`src/rtl/pc_unit.sv`:
```
// Purpose : fetch-stage program counter with next-PC select and return-address stack.
// Latency : a redirect sampled at edge N is visible on o_pc after edge N; o_pc_plus_step is combinational.
// Backpr. : i_stall freezes PC and RAS and clears the status pulses; there is no other flow control.
//
// Ports:
//   i_clk, i_rst_n               clock, asynchronous active-low reset
//   i_stall                      hold everything this cycle
//   i_branch_taken/_offset       PC-relative branch, offset added to pc+STEP
//   i_jump/_target               absolute jump
//   i_call                       push pc+STEP onto the RAS (qualifies jump/jr, or pushes alone)
//   i_jr, i_ret, i_reg_target    register jump; return (RAS top, or i_reg_target when empty)
//   o_pc, o_pc_plus_step         current PC and link value
//   o_misaligned, o_ret_from_ras one-cycle status pulses about the last load
//   o_ras_empty, o_ras_full      RAS occupancy flags
module pc_unit #(
  parameter int               WIDTH        = 32,
  parameter int               STEP         = 4,
  parameter logic [WIDTH-1:0] RESET_VECTOR = '0,
  parameter int               RAS_DEPTH    = 4
) (
  input  logic             i_clk,
  input  logic             i_rst_n,
  input  logic             i_stall,
  input  logic             i_branch_taken,
  input  logic [WIDTH-1:0] i_branch_offset,
  input  logic             i_jump,
  input  logic [WIDTH-1:0] i_jump_target,
  input  logic             i_call,
  input  logic             i_jr,
  input  logic             i_ret,
  input  logic [WIDTH-1:0] i_reg_target,
  output logic [WIDTH-1:0] o_pc,
  output logic [WIDTH-1:0] o_pc_plus_step,
  output logic             o_misaligned,
  output logic             o_ret_from_ras,
  output logic             o_ras_empty,
  output logic             o_ras_full
);

  localparam int PW = $clog2(RAS_DEPTH);
  localparam int CW = $clog2(RAS_DEPTH + 1);

  localparam logic [WIDTH-1:0] STEP_W   = WIDTH'(STEP);
  // Bits below the STEP alignment; these are stripped from every loaded target.
  localparam logic [WIDTH-1:0] LOW_MASK = WIDTH'(STEP - 1);
  localparam logic [CW-1:0]    CNT_FULL = CW'(RAS_DEPTH);

  // Architectural state
  logic [WIDTH-1:0] r_pc;
  logic [PW-1:0]    r_top;
  logic [CW-1:0]    r_cnt;
  logic             r_misaligned;
  logic             r_ret_from_ras;
  logic [WIDTH-1:0] r_ras [RAS_DEPTH];

  // Next-state wires
  logic [WIDTH-1:0] w_pc_plus_step;
  logic [WIDTH-1:0] w_branch_target;
  logic [WIDTH-1:0] w_target;
  logic             w_ras_has;
  logic             w_ras_used;
  logic             w_replace;
  logic             w_push;
  logic             w_pop;
  logic [PW-1:0]    w_top_inc;
  logic [PW-1:0]    w_top_dec;
  logic [PW-1:0]    w_top_nxt;
  logic [CW-1:0]    w_cnt_nxt;
  logic [PW-1:0]    w_wr_idx;

  assign w_pc_plus_step  = r_pc + STEP_W;
  assign w_branch_target = w_pc_plus_step + i_branch_offset;
  assign w_ras_has       = (r_cnt != '0);
  assign w_top_inc       = r_top + PW'(1);
  assign w_top_dec       = r_top - PW'(1);

  // Next-PC select, highest priority first: ret, jr, jump, branch, sequential.
  always_comb begin
    w_target   = w_pc_plus_step;
    w_ras_used = 1'b0;
    if (i_ret) begin
      if (w_ras_has) begin
        w_target   = r_ras[r_top];
        w_ras_used = 1'b1;
      end else begin
        w_target   = i_reg_target;
      end
    end else if (i_jr) begin
      w_target = i_reg_target;
    end else if (i_jump) begin
      w_target = i_jump_target;
    end else if (i_branch_taken) begin
      w_target = w_branch_target;
    end
  end

  // RAS operation decode.
  // call+ret with a live entry swaps the top in place: the return consumes it
  // and the call refills the same slot, so pointer and count do not move.
  // call+ret on an empty stack degenerates to a plain push.
  always_comb begin
    w_replace = i_call && i_ret && w_ras_has;
    w_push    = i_call && !w_replace;
    w_pop     = i_ret && !i_call && w_ras_has;
    w_top_nxt = r_top;
    w_cnt_nxt = r_cnt;
    w_wr_idx  = w_replace ? r_top : w_top_inc;
    if (w_push) begin
      w_top_nxt = w_top_inc;
      // Saturate the count; the pointer still advances, so the oldest entry is lost.
      if (r_cnt != CNT_FULL) begin
        w_cnt_nxt = r_cnt + CW'(1);
      end
    end else if (w_pop) begin
      w_top_nxt = w_top_dec;
      w_cnt_nxt = r_cnt - CW'(1);
    end
  end

  always_ff @(posedge i_clk or negedge i_rst_n) begin
    if (!i_rst_n) begin
      r_pc           <= RESET_VECTOR;
      r_top          <= '0;
      r_cnt          <= '0;
      r_misaligned   <= 1'b0;
      r_ret_from_ras <= 1'b0;
    end else if (i_stall) begin
      r_misaligned   <= 1'b0;
      r_ret_from_ras <= 1'b0;
    end else begin
      r_pc           <= w_target & ~LOW_MASK;
      r_misaligned   <= |(w_target & LOW_MASK);
      r_ret_from_ras <= w_ras_used;
      r_top          <= w_top_nxt;
      r_cnt          <= w_cnt_nxt;
    end
  end

  // Stack storage carries no reset: entries are only read once the count
  // says they were written after the last reset.
  always_ff @(posedge i_clk) begin
    if (!i_stall && i_call) begin
      r_ras[w_wr_idx] <= w_pc_plus_step;
    end
  end

  assign o_pc           = r_pc;
  assign o_pc_plus_step = w_pc_plus_step;
  assign o_misaligned   = r_misaligned;
  assign o_ret_from_ras = r_ret_from_ras;
  assign o_ras_empty    = (r_cnt == '0);
  assign o_ras_full     = (r_cnt == CNT_FULL);

endmodule

```
`config.mk`:
```
export PLATFORM = sky130hd
export DESIGN_NAME = pc_unit
export DESIGN_NICKNAME = d
export VERILOG_FILES = /design/src/rtl/pc_unit.sv
export SDC_FILE = /design/constraint.sdc
export NUM_CORES = 1
export LEC_CHECK = 0
export BUFFER_PORTS_ARGS = -buffer_cell sky130_fd_sc_hd__buf_2
export CAP_MARGIN = 20
export CORE_MARGIN = 2
export CORE_UTILIZATION = 55
export CTS_BUF_LIST = sky130_fd_sc_hd__clkbuf_4
export DETAILED_ROUTE_END_ITERATION = 10
export PLACE_DENSITY = 0.91
export RECOVER_POWER = 25
export SLEW_MARGIN = 25
export SYNTH_ARGS = -nofsm -noshare
export SYNTH_HDL_FRONTEND = slang
export SYNTH_SLANG_ARGS = --single-unit
export TNS_END_PERCENT = 10
```
`constraint.sdc`:
```
create_clock -name i_clk -period 11.41 [get_ports i_clk]
set_input_delay 1.141 -clock i_clk [delete_from_list [all_inputs] [get_ports i_clk]]
set_output_delay 1.141 -clock i_clk [all_outputs]
set_load 0.05 [all_outputs]
```
==> out/results.ini <==
[setup_path]
cp.arrival_ps = 3720
critPathMaxStageDelay_ps = 820
path_max_fanout = 7
cp.depth = 7
r2r_slack_ps = 6830
critPathBufInv = 1
reg2reg_from = o_pc[9]$_DFFE_PN0N_
crit_required_ps = 10270
crit_family = simple AND/OR/NAND/NOR gates
r2r_end = o_pc[31]$_DFFE_PN0N_
worstSetupPathType = reg -> out
cp-endpoint = o_pc_plus_step[30]
rr_worst_depth = 14
crit_path_start = o_pc[9]$_DFFE_PN0N_
crit_chain = nand4_1 -> nor4_1 -> and2_1 -> nand2_1 -> nor2_1 -> xor2_1 -> buf_2
worstSetupEndpointType = primary output
slowest_stage = nor4_1
cp-start-kind = flip-flop

[logic_synthesis]
async_reset_ff_frac = 0.236
yosys-top-cells-count = nand2_1 (136), edfxtp_1 (120), a21oi_1 (67)
yosys.cell_types.count = 68
synth_flop_cell = edfxtp_1
syn_area_per_cell_um2 = 10.5
synth_area_leaders = edfxtp_1 (38%), dfrtp_1 (9.7%), mux4_2 (7.1%)
ys_seq_elements = 157
yosysSeqAreaShare = 0.476
synth_most_common_cell = nand2_1
synth_cells = 903
netlist.area_leader.share = 0.379
syn_area_mm2 = 0.00951
synth_edf_count = 120
yosysWarnings = 0
synth_top_area_cell = edfxtp_1

[sta]
rsz0062_at_grt = false
maxSlewViolCount = 71
period_share = 0.426
tightest_slew_ps = 2080
hold_viol_final = 0
clock.fmax_mhz = 206
finClkSkew_ps = 25.5
max_slew_margin = -0.385
hold_ws_ps = 492
fin_crit_ps = 4860
fin_tns_setup_ps = 0
setup_viol_count_final = 0

[final_layout]
stdcell_area_mm2 = 0.0109
synthToLayoutAreaGrowth_pct = 14.3
n_fill_cell = 1338
seq_area_mm2 = 0.00453
final_nets = 1200
multi_input_area_mm2 = 0.00472
drive_gt1_frac = 0.240

[drt]
wirelength_mm = 30.9
via_count = 8755
drt_iter0_markers = 1535
avgViaCountPerCell = 6.74
drt-pass1-iter-count = 8
detail-route-antenna-nets = 0
drc = 0
routedWlPerCell_um = 23.8

[global_routing]
grt_pass1_wl_mm = 46.0
grt_pass1_vias = 8043
antenna_found_initial = 2
grt_overflow = 0
grt_usage = 0.339
grt_max_degree = 49

[place]
dp_hpwl_mm = 21.3
gp_congestion = 1.03
portBuffers = 167
placed_area_mm2 = 0.0106

[clocking]
post_cts_resized = 0
cts_made_buffers = 17
cts_sinks = 157
cts_hold_buffers = 0
clk_latency_ps = 610
tritoncts = built
postCtsSetupBuffers = 0
cts_buffer_depth = 2
root_buffer = clkbuf_4
htreeDepth = 4
path_clk_slew_ps = 140

[flow_run]
drv_cap = 2

[pwr]
p_leak_nw = 4.33
total_power_w = 0.00267
peakVddDrop_uv = 158
power_density_mw_per_mm2 = 245

[status]
status = complete, but fails checks
violations = max-capacitance violations, max-slew violations

[floorplan]
fp-row-count = 48
start_util = 0.555
die_x_um = 135
die_h_um = 135
dieArea_mm2 = 0.0184
core-area_mm2 = 0.0171
io_pins = 172

[min_path]
hold_class = in -> async

-- worst min-delay path by stage --
stage                           endpoint  cells past startpoint
floorplan           r_cnt[2]$_DFFE_PN0P_                      1
global placement    r_cnt[2]$_DFFE_PN0P_                      1
detailed placement  r_cnt[2]$_DFFE_PN0P_                      1
CTS                 r_cnt[2]$_DFFE_PN0P_                      1
global route        r_top[1]$_DFFE_PN0P_                      1
finish              r_cnt[2]$_DFFE_PN0P_                      1
-- stage by stage --
stage           util  setup WS, ps  instances
2_1_floorplan      -          6320        906
3_3_place_gp   0.617          7210       1263
3_5_place_dp   0.617          7060       1263
4_1_cts        0.635          6840       1295
5_1_grt        0.635          6300       1298
6_report       0.635          6550       1298
-- state kept, by name, summed over array words and instances (netlist names) --
register	flops
o_misaligned	1
o_pc	30
o_ret_from_ras	1
r_cnt	3
r_ras	120
r_top	2
-- placed cells by master (no fill, tap or decap), drive strengths merged, types with 5 or more instances in the layout --
cell type,netlist,routed
a211oi,17,17
a21o,15,15
a21oi,68,68
a221o,8,8
a31oi,6,6
and2,7,7
and3,12,12
and4,5,5
buf,15,181
clkbuf,37,23
clkinv,2,9
dfrtp,37,37
edfxtp,120,120
ha,36,36
inv,17,20
mux2i,9,9
mux4,30,30
nand2,136,136
nand3,26,26
nand4,11,11
nor2,56,56
nor3,22,22
nor4,9,9
o211ai,14,14
o21a,8,8
o21ai,58,58
o221ai,5,5
o31ai,5,5
or3,7,7
xnor2,29,29
xor2,21,21
-- layer usage --
| layer | vias to the layer above | routed length [µm] | global-route usage |
|---|---|---|---|
| met5 | - | 0 | 0 |
| met4 | 0 | 1230 | 0.130 |
| met3 | 131 | 4900 | 0.102 |
| met2 | 810 | 13600 | 0.504 |
| met1 | 4088 | 11200 | 0.472 |
| li1 | 3726 | - | - |
-- power breakdown --
group / internal [W] / switching (W)
Sequential: 0.000765 / 0.0000819
Combinational: 0.000471 / 0.000985
Clock: 0.000158 / 0.000206
-- layout make-up --
class / count / area share
multi-input cells: 678 / 0.434
flip-flops and latches: 157 / 0.417
repair buffers: 185 / 0.0884
well taps: 225 / 0.0259
clock inverters: 13 / 0.0151
clock buffers: 19 / 0.0131
inverters: 19 / 0.00656
diodes: 2 / 0.000460
-- kinds of logic (layout without fill, tap and decap cells) --
group | count (synthesis) | after routing | synth area share
mux | 43 | 43 | 0.0853
xor+xnor | 50 | 50 | 0.0461
flops | 157 | 157 | 0.476
compound gates | 241 | 241 | 0.165
fa+ha+maj | 38 | 38 | 0.0516
buf+inv | 71 | 236 | 0.0300
other cells | 1 | 6 | 0.000394
simple gates | 302 | 302 | 0.145
No activity file was read; power rests on OpenSTA's default activity.
